$ cat config.mk
export PLATFORM = sky130hd
export DESIGN_NAME = comp_seq
export DESIGN_NICKNAME = d
export VERILOG_FILES = /design/src/rtl/comp_pkg.sv /design/src/rtl/comp_chunk.sv /design/src/rtl/comp_seq.sv
export SDC_FILE = /design/constraint.sdc
export NUM_CORES = 1
export LEC_CHECK = 0
export ABC_AREA = 1
export CAP_MARGIN = 10
export CELL_PAD_IN_SITES_DETAIL_PLACEMENT = 1
export CELL_PAD_IN_SITES_GLOBAL_PLACEMENT = 1
export CORE_MARGIN = 4
export CORE_UTILIZATION = 35
export DETAILED_ROUTE_END_ITERATION = 7
export HOLD_SLACK_MARGIN = 0.06
export PLACE_DENSITY = 0.87
export SLEW_MARGIN = 20
export SYNTH_ARGS = -nofsm -noshare
export SYNTH_HDL_FRONTEND = slang
export SYNTH_SLANG_ARGS = --single-unit
$ cat constraint.sdc
create_clock -name clk -period 1.5 [get_ports clk]
set_input_delay 0.375 -clock clk [delete_from_list [all_inputs] [get_ports clk]]
set_output_delay 0.375 -clock clk [all_outputs]
set_load 0.02 [all_outputs]
$ cat src/rtl/comp_pkg.sv
// Shared encodings for the sequential magnitude comparator.
package comp_pkg;

  // FSM state encoding
  localparam logic [1:0] ST_IDLE = 2'd0;
  localparam logic [1:0] ST_RUN  = 2'd1;
  localparam logic [1:0] ST_DONE = 2'd2;

  typedef enum logic [1:0] {
    StIdle = ST_IDLE,
    StRun  = ST_RUN,
    StDone = ST_DONE
  } state_e;

  // Result encoding, bit order {y1, y2, y3} = {lt, eq, gt}
  localparam logic [2:0] RES_NONE = 3'b000;
  localparam logic [2:0] RES_LT   = 3'b100;
  localparam logic [2:0] RES_EQ   = 3'b010;
  localparam logic [2:0] RES_GT   = 3'b001;

  // Map a single chunk compare onto the result encoding
  function automatic logic [2:0] res_enc(input logic lt, input logic gt);
    if (lt) begin
      return RES_LT;
    end else if (gt) begin
      return RES_GT;
    end
    return RES_EQ;
  endfunction

endpackage

$ cat src/rtl/comp_chunk.sv
// Combinational unsigned compare of one CHUNK-bit slice.
module comp_chunk #(
  parameter int unsigned CHUNK = 2
) (
  input  logic [CHUNK-1:0] ca,
  input  logic [CHUNK-1:0] cb,
  output logic             lt,
  output logic             eq,
  output logic             gt
);

  assign lt = (ca < cb);
  assign eq = (ca == cb);
  assign gt = (ca > cb);

endmodule

$ cat src/rtl/comp_seq.sv
// Sequential MSB-first magnitude comparator, CHUNK bits per cycle, with
// start/busy/done handshake and unsigned or two's-complement modes.
// Optional build macro COMP_SEQ_EARLY_EXIT_EN: leave RUN at the first unequal
// chunk instead of always spending NCHUNK cycles (constant-time by default).
module comp_seq
  import comp_pkg::*;
#(
  parameter int unsigned WIDTH = 8,
  parameter int unsigned CHUNK = 2
) (
  input  logic             clk,
  input  logic             rst,
  input  logic             start,
  input  logic [WIDTH-1:0] a,
  input  logic [WIDTH-1:0] b,
  input  logic             signed_mode,
  output logic             busy,
  output logic             done,
  output logic             y1,
  output logic             y2,
  output logic             y3
);

  localparam int unsigned NCHUNK = WIDTH / CHUNK;
  localparam int unsigned CW = (NCHUNK > 1) ? $clog2(NCHUNK) : 1;
  localparam logic [CW-1:0] LAST_CNT = CW'(NCHUNK - 1);

  state_e           r_state;
  state_e           w_state_next;
  logic [WIDTH-1:0] r_a;
  logic [WIDTH-1:0] r_b;
  logic             r_signed;
  logic [CW-1:0]    r_cnt;
  logic             r_decided;
  logic [2:0]       r_res;
  logic [2:0]       r_y;

  logic [CHUNK-1:0] w_msk;
  logic [CHUNK-1:0] w_ca;
  logic [CHUNK-1:0] w_cb;
  logic             w_lt;
  logic             w_eq;
  logic             w_gt;
  logic             w_last;
  logic             w_finish;
  logic             w_accept;
  logic [2:0]       w_res_acc;

  // Sign-bit flip applies only to the MSB chunk of a signed compare
  always_comb begin
    w_msk          = '0;
    w_msk[CHUNK-1] = r_signed && (r_cnt == '0);
  end

  assign w_ca = r_a[WIDTH-1 -: CHUNK] ^ w_msk;
  assign w_cb = r_b[WIDTH-1 -: CHUNK] ^ w_msk;

  comp_chunk #(
    .CHUNK (CHUNK)
  ) u_chunk (
    .ca (w_ca),
    .cb (w_cb),
    .lt (w_lt),
    .eq (w_eq),
    .gt (w_gt)
  );

  // First unequal chunk wins; later chunks cannot overwrite it
  assign w_res_acc = r_decided ? r_res : res_enc(w_lt, w_gt);
  assign w_last    = (r_cnt == LAST_CNT);
  assign w_accept  = start && ((r_state == StIdle) || (r_state == StDone));

`ifdef COMP_SEQ_EARLY_EXIT_EN
  assign w_finish = w_last || !w_eq;
`else
  assign w_finish = w_last;
`endif

  // Next-state logic
  always_comb begin
    w_state_next = r_state;
    unique case (r_state)
      StIdle:  if (start) w_state_next = StRun;
      StRun:   if (w_finish) w_state_next = StDone;
      StDone:  w_state_next = start ? StRun : StIdle;
      default: w_state_next = StIdle;
    endcase
  end

  // State register
  always_ff @(posedge clk) begin
    if (rst) begin
      r_state <= StIdle;
    end else begin
      r_state <= w_state_next;
    end
  end

  // Operand capture, chunk shifting, sticky result and output latch
  always_ff @(posedge clk) begin
    if (rst) begin
      r_a       <= '0;
      r_b       <= '0;
      r_signed  <= 1'b0;
      r_cnt     <= '0;
      r_decided <= 1'b0;
      r_res     <= RES_NONE;
      r_y       <= RES_NONE;
    end else if (w_accept) begin
      r_a       <= a;
      r_b       <= b;
      r_signed  <= signed_mode;
      r_cnt     <= '0;
      r_decided <= 1'b0;
      r_res     <= RES_NONE;
    end else if (r_state == StRun) begin
      r_a       <= r_a << CHUNK;
      r_b       <= r_b << CHUNK;
      r_cnt     <= r_cnt + 1'b1;
      r_decided <= r_decided || !w_eq;
      r_res     <= w_res_acc;
      if (w_finish) begin
        r_y <= w_res_acc;
      end
    end
  end

  assign busy         = (r_state == StRun);
  assign done         = (r_state == StDone);
  assign {y1, y2, y3} = r_y;

endmodule

==> qor.yml <==
drive_gt1_share_pct: 14.07
rr_worst_depth: 7
path_clk_slew_ps: 150
required_ps: 1120
setup_viol: 0
route.detailed.drc: 0
numCtsBuffers: 3
cts_tree: "built"
synthTopCellsByArea: "dfxtp_1, nand2_1, inv_1, a21oi_1, nor2_1"
hold_start: "r_a[0]"
cp_num_cells: 1
finalInstanceArea_um2: 1632
ys_ff_latch: 28
ys_types: 22
place_hpwl_mm: 2.618
syn_to_final_growth_pct: 30.79
antenna_left: 0
wl_per_cell_um: 13.26
critPathBufInv: 1
crit_arrival_ps: 1050
ir_drop_mv: 0.4077
tightest_slew_ps: 301.3
drt-initial-drc-count: 28
p_leak_uw: 0.0006992
fin_crit_ps: 1423
cap_violations: 0
antenna_found_initial: 0
dieWidth_um: 67.70
rsz0062_at_grt: "no"
power_uw: 1524
outcome: "complete, no violations"
n_fill_cell: 429
max_freq_ghz: 0.7026
ys_seq_area_share_pct: 44.93
cpPeakStageDelay_ps: 370
grtUsageTotal_pct: 16.04
cpMaxStageDelayCell: "dfxtp_1"
ios: 25
clock_sinks: 28
layout.nets: 223
die_h_um: 67.70
gp_congestion: 0.7747
reg2reg_setup_slack_ps: 150
path_cells: "dlygate4sd2_1"
coreArea_um2: 3390
cts_hold_buf: 0
overflow: 0
netlist_area_um2: 1247
start_util_pct: 36.80
synth_top_cell_area_share_pct: 44.93
ys_warn_count: 0
crit_type: "flop to output pin"
antenna_cells: 0
skew_ps: 1.110
fin_tns_setup_ps: 0
startpoint_type: "flop"
final.period_utilization_pct: 94.88
timing.rr.start: "r_a[6]"
syn_inst: 167
routed_via_density: 4.947
setup.worst_path.start: "r_y[2]"
placed_area_um2: 1595
worstPathMaxFanout: 2
cp-end-kind: "output pin"
dp_worst_setup_slack_ps: -137.2
syn_nets: 190
hold_path_end: "r_a[0]"
row_count: 21
cts_root_buf: "clkbuf_4"
rr_endpoint: "r_y[0]"
cp_top_family: "flip-flops"
drt_wl_total_mm: 3.249
relSlewSlack_pct: 79.91
holdCritPathClass: "flop to flop"
post-cts-setup-buffers: 0
clk_path_buf_depth: 2
vias: 1212
fin_ws_ps: 76.76
first_pass_iters: 5
clk_latency_ps: 330
grt_max_degree: 16
hold_viol_final: 0
grt_pass1_wl_mm: 5.740
yosysTopAreaCell: "dfxtp_1"
dieArea_um2: 4583
power.density_nw_per_um2: 934.4
holdPathStages: 2
drv_slew: 0
grt_pass1_vias: 1351
htree_levels: 1
port_buffers: 24
syn_avg_cell_area_um2: 7.470
## worst max path at each step
stage	to	slack, ps
floorplan	r_res[0]	380
CTS	busy	20
detailed placement	r_a[2]	-140
global placement	r_b[4]	-80
global route	y2	20
finish	y1	80
## layer usage
| layer | vias to the layer above | track usage, % | wire, µm |
|---|---|---|---|
| met5 | - | 0 | 0 |
| met4 | 0 | 4.557 | 50 |
| met3 | 5 | 1.997 | 98 |
| met2 | 20 | 30.38 | 1682 |
| met1 | 585 | 18.51 | 1417 |
| li1 | 602 | - | - |
## cells in the final DEF, fill, tap and decap left out, drive strengths merged
| cell type | netlist | layout |
|---|---|---|
| dfxtp | 28 | 28 |
| inv | 21 | 21 |
| a21oi | 11 | 11 |
| o21ai | 10 | 10 |
| nand3 | 7 | 7 |
| a31oi | 6 | 6 |
| clkdlybuf4s50 | 0 | 19 |
| buf | 5 | 12 |
| clkbuf | 1 | 4 |
| ha | 3 | 3 |
| nor3 | 2 | 2 |
| dlygate4sd2 | 0 | 3 |
| o21a | 2 | 2 |
| nand2 | 49 | 49 |
| o211ai | 1 | 1 |
| o2111a | 1 | 1 |
| a211oi | 4 | 4 |
| nor2 | 16 | 16 |
## synthesized netlist by cell type
library cell / number
o21a_1: 2
ha_1: 3
clkbuf_1: 1
a31oi_1: 6
buf_2: 3
o2111a_1: 1
nand2_4: 1
buf_4: 1
nor2_1: 14
buf_6: 1
nand2_1: 48
nor3_1: 2
nor2_4: 2
nand3_1: 7
o211ai_1: 1
inv_1: 18
dfxtp_1: 28
inv_2: 3
a211oi_2: 3
a211oi_1: 1
a21oi_1: 11
o21ai_0: 10
## kinds of logic (layout without fill, tap and decap cells)
| kind of cell | count (synthesis) | in the layout | share of synthesized area [%] |
|---|---|---|---|
| flops | 28 | 28 | 44.93 |
| buf+inv | 27 | 59 | 9.327 |
| fa+ha+maj | 3 | 3 | 3.009 |
| compound gates | 35 | 35 | 17.75 |
| simple gates | 74 | 74 | 24.97 |
## through the flow
step / hold WS [ps] / std cells / util [%]
after floorplan: 439.1 / 167 / -
after global placement: 450.3 / 241 / 47.07
after detailed placement: 470.6 / 241 / 47.07
after CTS: 487.8 / 245 / 47.99
after global routing: 499.9 / 245 / 48.14
final: 483.7 / 245 / 48.14
## repair_timing
item / in CTS / in global routing
gates cloned: 0 / 0
setup endpoints to repair: 5 / 14
pin swaps: 0 / 0
gates resized for setup: 12 / 6
## where the power goes
group / leakage, µW / internal (µW) / switching (µW) / total [µW]
combinational: 0.000448 / 147 / 181 / 327
clock: 0.0000210 / 149 / 227 / 376
sequential: 0.000230 / 793 / 28.1 / 821
total: 0.000699 / 1090 / 436 / 1520
## flip-flops by register name, indices dropped and copies added, names as in the netlist
register	count
r_a	8
r_b	8
r_res	3
r_y	3
r_cnt	2
r_state	2
r_decided	1
r_signed	1
## layout make-up
type	count	area (µm²)	area share, %
Timing Repair Buffer	34	320.3	19.63
Clock buffer	4	36.28	2.224
Inverter	21	81.33	4.985
Tap cell	46	57.56	3.528
Multi-Input combinational cell	112	573.1	35.12
Sequential cell	28	563.0	34.51
(Power assumes the default switching activity.)
